`src/rtl/div_unit_if.sv`:
```
// Request/response bundle between the decode/regfile stage and the divider.
// The master side issues operations; the slave side is the divide unit.
interface div_unit_if #(
    parameter int XLEN = 32
) ();
    logic            start;
    logic [1:0]      op;
    logic [XLEN-1:0] rs1_rdata;
    logic [XLEN-1:0] rs2_rdata;
    logic [4:0]      rd_addr_in;
    logic            kill;
    logic            busy;
    logic            done;
    logic [XLEN-1:0] result;
    logic [4:0]      rd_addr_out;

    modport master (
        output start, op, rs1_rdata, rs2_rdata, rd_addr_in, kill,
        input  busy, done, result, rd_addr_out
    );

    modport slave (
        input  start, op, rs1_rdata, rs2_rdata, rd_addr_in, kill,
        output busy, done, result, rd_addr_out
    );
endinterface

```
`src/rtl/div_unit.sv`:
```
// Iterative RV32M DIV/DIVU/REM/REMU unit: restoring radix-2, one quotient bit
// per cycle on magnitudes, with sign fix-up in a final cycle.
module div_unit #(
    parameter int XLEN  = 32,
    parameter int CNT_W = 6
) (
    input logic       clk,
    input logic       rst,
    div_unit_if.slave bus
);
    typedef enum logic [1:0] {IDLE, CALC, FIX, DONE} state_t;

    state_t            state_reg, state_next;
    logic [CNT_W-1:0]  cnt_reg;
    logic [XLEN-1:0]   rem_reg, quo_reg, dvs_reg, result_reg;
    logic              is_rem_reg, neg_q_reg, neg_r_reg;
    logic [4:0]        rd_reg, rd_out_reg;

    // Operand decode, valid in IDLE while start is presented
    logic              is_signed, a_neg, b_neg, div_zero, ovf, accept;
    logic [XLEN-1:0]   a_abs, b_abs, special_res;

    assign is_signed = ~bus.op[0];
    assign a_neg     = is_signed & bus.rs1_rdata[XLEN-1];
    assign b_neg     = is_signed & bus.rs2_rdata[XLEN-1];
    assign a_abs     = a_neg ? -bus.rs1_rdata : bus.rs1_rdata;
    assign b_abs     = b_neg ? -bus.rs2_rdata : bus.rs2_rdata;
    assign div_zero  = (bus.rs2_rdata == '0);
    assign ovf       = is_signed && (bus.rs1_rdata == {1'b1, {(XLEN-1){1'b0}}})
                       && (bus.rs2_rdata == '1);
    assign accept    = bus.start && !bus.kill;

    // Overflow: quotient equals the dividend, remainder is zero
    assign special_res = div_zero ? (bus.op[1] ? bus.rs1_rdata : '1)
                                  : (bus.op[1] ? '0 : bus.rs1_rdata);

    // Partial remainder is always below the divisor, so the shifted value fits XLEN+1 bits
    logic [XLEN:0]     trial;
    logic [XLEN-1:0]   q_fix, r_fix, fix_res;

    assign trial   = {rem_reg, quo_reg[XLEN-1]} - {1'b0, dvs_reg};
    assign q_fix   = neg_q_reg ? -quo_reg : quo_reg;
    assign r_fix   = neg_r_reg ? -rem_reg : rem_reg;
    assign fix_res = is_rem_reg ? r_fix : q_fix;

    always_comb begin
        state_next = state_reg;
        case (state_reg)
            IDLE: if (accept) state_next = (div_zero || ovf) ? DONE : CALC;
            CALC: begin
                if (bus.kill)                            state_next = IDLE;
                else if (cnt_reg == CNT_W'(XLEN - 1))    state_next = FIX;
            end
            FIX:     state_next = bus.kill ? IDLE : DONE;
            DONE:    state_next = IDLE;
            default: state_next = IDLE;
        endcase
    end

    always_ff @(posedge clk) begin
        if (rst) state_reg <= IDLE;
        else     state_reg <= state_next;
    end

    always_ff @(posedge clk) begin
        if (rst) begin
            cnt_reg    <= '0;
            rem_reg    <= '0;
            quo_reg    <= '0;
            dvs_reg    <= '0;
            result_reg <= '0;
            is_rem_reg <= 1'b0;
            neg_q_reg  <= 1'b0;
            neg_r_reg  <= 1'b0;
            rd_reg     <= '0;
            rd_out_reg <= '0;
        end else begin
            case (state_reg)
                IDLE: begin
                    if (accept) begin
                        is_rem_reg <= bus.op[1];
                        neg_q_reg  <= a_neg ^ b_neg;
                        neg_r_reg  <= a_neg;
                        rd_reg     <= bus.rd_addr_in;
                        rem_reg    <= '0;
                        quo_reg    <= a_abs;
                        dvs_reg    <= b_abs;
                        cnt_reg    <= '0;
                        if (div_zero || ovf) begin
                            result_reg <= special_res;
                            rd_out_reg <= bus.rd_addr_in;
                        end
                    end
                end
                CALC: begin
                    cnt_reg <= cnt_reg + CNT_W'(1);
                    if (!trial[XLEN]) begin
                        rem_reg <= trial[XLEN-1:0];
                        quo_reg <= {quo_reg[XLEN-2:0], 1'b1};
                    end else begin
                        rem_reg <= {rem_reg[XLEN-2:0], quo_reg[XLEN-1]};
                        quo_reg <= {quo_reg[XLEN-2:0], 1'b0};
                    end
                end
                FIX: begin
                    if (!bus.kill) begin
                        result_reg <= fix_res;
                        rd_out_reg <= rd_reg;
                    end
                end
                default: ;
            endcase
        end
    end

    assign bus.busy        = (state_reg != IDLE);
    assign bus.done        = (state_reg == DONE);
    assign bus.result      = result_reg;
    assign bus.rd_addr_out = rd_out_reg;
endmodule

```
`src/flat_wrapper.sv`:
```
// flat-port wrapper written by rule: the top's interface ports become plain ports
module div_unit_flat 
#(
    parameter int XLEN  = 32,
    parameter int CNT_W = 6
)
  (clk, rst, bus_start, bus_op, bus_rs1_rdata, bus_rs2_rdata, bus_rd_addr_in, bus_kill, bus_busy, bus_done, bus_result, bus_rd_addr_out);
  div_unit_if #(.XLEN(XLEN)) bus_i ();
  input logic clk;
  input logic rst;
  input wire logic [$bits(bus_i.start)-1:0] bus_start;
  input wire logic [$bits(bus_i.op)-1:0] bus_op;
  input wire logic [$bits(bus_i.rs1_rdata)-1:0] bus_rs1_rdata;
  input wire logic [$bits(bus_i.rs2_rdata)-1:0] bus_rs2_rdata;
  input wire logic [$bits(bus_i.rd_addr_in)-1:0] bus_rd_addr_in;
  input wire logic [$bits(bus_i.kill)-1:0] bus_kill;
  output wire logic [$bits(bus_i.busy)-1:0] bus_busy;
  output wire logic [$bits(bus_i.done)-1:0] bus_done;
  output wire logic [$bits(bus_i.result)-1:0] bus_result;
  output wire logic [$bits(bus_i.rd_addr_out)-1:0] bus_rd_addr_out;
  assign bus_i.start = bus_start;
  assign bus_i.op = bus_op;
  assign bus_i.rs1_rdata = bus_rs1_rdata;
  assign bus_i.rs2_rdata = bus_rs2_rdata;
  assign bus_i.rd_addr_in = bus_rd_addr_in;
  assign bus_i.kill = bus_kill;
  assign bus_busy = bus_i.busy;
  assign bus_done = bus_i.done;
  assign bus_result = bus_i.result;
  assign bus_rd_addr_out = bus_i.rd_addr_out;
  div_unit #(.XLEN(XLEN), .CNT_W(CNT_W)) u_core (.clk(clk), .rst(rst), .bus(bus_i));
endmodule
```
`config.mk`:
```
export PLATFORM = sky130hd
export DESIGN_NAME = div_unit_flat
export DESIGN_NICKNAME = d
export VERILOG_FILES = /design/src/rtl/div_unit_if.sv /design/src/rtl/div_unit.sv /design/src/flat_wrapper.sv
export SDC_FILE = /design/constraint.sdc
export NUM_CORES = 1
export LEC_CHECK = 0
export BUFFER_PORTS_ARGS = -buffer_cell sky130_fd_sc_hd__buf_2
export CORE_MARGIN = 2
export CORE_UTILIZATION = 30
export DETAILED_ROUTE_END_ITERATION = 8
export GPL_TIMING_DRIVEN = 0
export MAX_ROUTING_LAYER = met4
export PLACE_DENSITY = 0.45
export SYNTH_ARGS = -nofsm -noshare
export SYNTH_HDL_FRONTEND = slang
export SYNTH_SLANG_ARGS = --single-unit
```
`constraint.sdc`:
```
create_clock -name clk -period 3.4 [get_ports clk]
set_input_delay 0.34 -clock clk [delete_from_list [all_inputs] [get_ports clk]]
set_output_delay 0.34 -clock clk [all_outputs]
set_load 0.02 [all_outputs]
```
==> impl_metrics.env <==
export IMPL_wl_per_cell_um=21.3
export IMPL_cts_inserted_buffers=17
export IMPL_ctsHoldBuffers=0
export IMPL_final_hold_violation_count=0
export IMPL_cp_max_fo=10
export IMPL_hp_class="primary input to register"
export IMPL_start_kind="primary input"
export IMPL_drt_wl_total_mm=44.4
export IMPL_min_period_over_period_pct=95.8
export IMPL_slowest_delay_ps=490
export IMPL_slew_headroom_pct=33.7
export IMPL_synth_top_cells_by_area="dfxtp_1 (27%), a21oi_1 (6.4%), xor2_1 (5.6%)"
export IMPL_avgSynthCellArea_sq_um=7.50
export IMPL_antenna_found_initial=0
export IMPL_postSynthNetCount=1581
export IMPL_viasPerCell=5.39
export IMPL_grt_pass1_wl_mm=66.4
export IMPL_ios=114
export IMPL_syn_inst=1467
export IMPL_core_rowCount=70
export IMPL_first_pass_iters=5
export IMPL_synth_edff_count=0
export IMPL_nets=1719
export IMPL_yosysTopAreaCellShare_pct=27.1
export IMPL_path_delay_family="simple AND/OR/NAND/NOR gates"
export IMPL_cts_num_sinks=149
export IMPL_detailed_place_area_sq_um=12200
export IMPL_ys_seq_area_share_pct=27.1
export IMPL_fin_hold_ws_ps=136
export IMPL_crit_required_ps=3710
export IMPL_synth_area_sq_um=11000
export IMPL_ys_seq_elements=149
export IMPL_hold_depth=2
export IMPL_reg2reg_slack_ps=170
export IMPL_cp_end_kind="register"
export IMPL_crit_arrival_ps=3560
export IMPL_drtIter0Drc=707
export IMPL_clk_pin_slew_worst_paths_ps=60
export IMPL_slew_violations=0
export IMPL_ant_nets=0
export IMPL_htreeDepth=4
export IMPL_clockBufferDepth=2
export IMPL_drc=0
export IMPL_final_common_cell="nand2_1"
export IMPL_grt_overflow=0
export IMPL_rsz0062_at_grt="no"
export IMPL_reg2reg_depth=14
export IMPL_ir_drop_v=0.000268
export IMPL_most_common_layout_cells="nand2_1 (160), dfxtp_1 (144), a21oi_1 (138)"
export IMPL_finalCriticalPeriod_ps=3260
export IMPL_fp_dieArea_sq_um=38200
export IMPL_vias=11200
export IMPL_synth_distinct_cells=76
export IMPL_p_per_area_nw_per_um2=385
export IMPL_max_cap_violations=0
export IMPL_critical_path_depth=10
export IMPL_die_h_um=196
export IMPL_grt_pass1_vias=10900
export IMPL_worstHoldStart="bus_kill"
export IMPL_p_leak_nw=4.94
export IMPL_grt_max_degree=17
export IMPL_place_congestion=0.915
export IMPL_portBuffers=113
export IMPL_dp_hpwl_mm=35.2
export IMPL_core_area_sq_um=36300
export IMPL_die_w_um=196
export IMPL_fillers=3954
export IMPL_timing_worst_setup_path_type="primary input to register"
export IMPL_dp_cells=2048
export IMPL_fin_skew_ps=10.0
export IMPL_crit_start="bus_rs1_rdata[5]"
export IMPL_tightestPinTransition_ps=992
export IMPL_crit_chain="buf_2, or3_1, or2_2, nor4_4, nand3_1, nor4_1, o31ai_1, clkbuf_1, a211oi_1, nor3_1"
export IMPL_critPathBufInv=2
export IMPL_drive_above_1_share_pct=13.5
export IMPL_fmax_ghz=0.307
export IMPL_cts_tree="yes"
export IMPL_ys_flop_type="dfxtp_1"
export IMPL_rr_startpoint="u_core.quo_reg[31]"
export IMPL_antenna_cells=0
export IMPL_grtUsageTotal_pct=23.7
export IMPL_hold_end="u_core.state_reg[0]"
export IMPL_status="completed"
export IMPL_insertion_delay_ps=450
export IMPL_fin_area_sq_um=12900
export IMPL_rr_endpoint="u_core.rem_reg[26]"
export IMPL_cts_root_buf="clkbuf_16"
export IMPL_yosysTopAreaCell="dfxtp_1"
export IMPL_final_cells=2085
export IMPL_crit_slowest_cell="nor4_1"
export IMPL_ys_warn_count=0
export IMPL_area_growth_pct=17.4
export IMPL_synthArstFlopShare_pct=0
export IMPL_power_mw=4.97
export IMPL_initial_core_util_pct=30.3
export IMPL_setup_viol=0
## per-layer routing
layer	routed length, um	global-route usage, %	vias to the layer above
met4	1440	9.61	0
met3	1850	2.99	65
met1	20000	29.2	5266
li1	-	-	5613
met5	0	-	-
met2	21100	39.2	293
## through the flow
stage | TNS [ps] | util, % | setup WS, ps
floorplan | 0 | - | 274
global placement | -53850 | 33.4 | -871
detailed placement | -40190 | 33.5 | -886
CTS | 0 | 35.4 | 1.28
global route | 0 | 35.5 | 27.3
finish | 0 | 35.5 | 144
## worst reg2reg max path, delay by kind of cell (launching register included)
family | cells | cell delay [ps]
compound gates | 7 | 1350
fa+ha+maj | 2 | 570
buf+inv | 3 | 440
flops | 1 | 390
simple gates | 2 | 420
## worst max-delay path by stage
stage,slack (ps),endpoint
floorplan,270,u_core.rem_reg[25]
global placement,-870,u_core.bus.result[24]
detailed placement,-890,u_core.bus.result[24]
CTS,1,u_core.rem_reg[25]
global route,30,u_core.rem_reg[26]
finish,140,u_core.bus.result[14]
## final cells by class
cell class	count	area [sq um]	area share, %
buffer	102	518	4.01
clock buffer	18	429	3.32
clock inverter	13	183	1.41
inverter	56	210	1.63
multi-input combinational	1160	7390	57.2
sequential	149	2990	23.2
tap	468	586	4.53
timing repair buffer	119	611	4.73
## timing repair
action                                  4_1_cts  5_1_grt
hold endpoints to repair                      0        0
resized for setup                            17       12
pin swaps                                     2        3
buffers inserted                              3        3
endpoints found under the setup margin       48       46
## kinds of logic (layout without fill, tap and decap cells)
| family | Yosys count | in the layout | synth area share, % |
|---|---|---|---|
| adders and majority gates | 64 | 64 | 6.78 |
| DFF | 149 | 149 | 27.1 |
| buffers and inverters | 158 | 308 | 6.42 |
| xor gates and xnor gates | 137 | 137 | 10.9 |
| AOI/OAI and AO/OA | 472 | 472 | 27.5 |
| and+or+nand+nor | 479 | 479 | 20.5 |
| muxes | 8 | 8 | 0.751 |
## cell usage after synthesis, types with 17 or more instances
master	instances
inv_1	55
dfxtp_1	149
nand3_1	18
ha_1	38
o31ai_1	26
o21ai_0	105
xor2_1	70
a211oi_1	47
xnor2_1	67
a22oi_1	27
a21oi_1	140
clkbuf_1	75
nand4_1	17
nor2_1	135
or3_1	17
maj3_1	25
nor3_1	39
nand2_1	160
## power by group
group / internal [mW] / switching (mW)
Combinational: 0.379 / 0.662
Clock: 1.22 / 0.846
Sequential: 1.80 / 0.0586
Note: power is estimated with default switching activity, not from simulation.
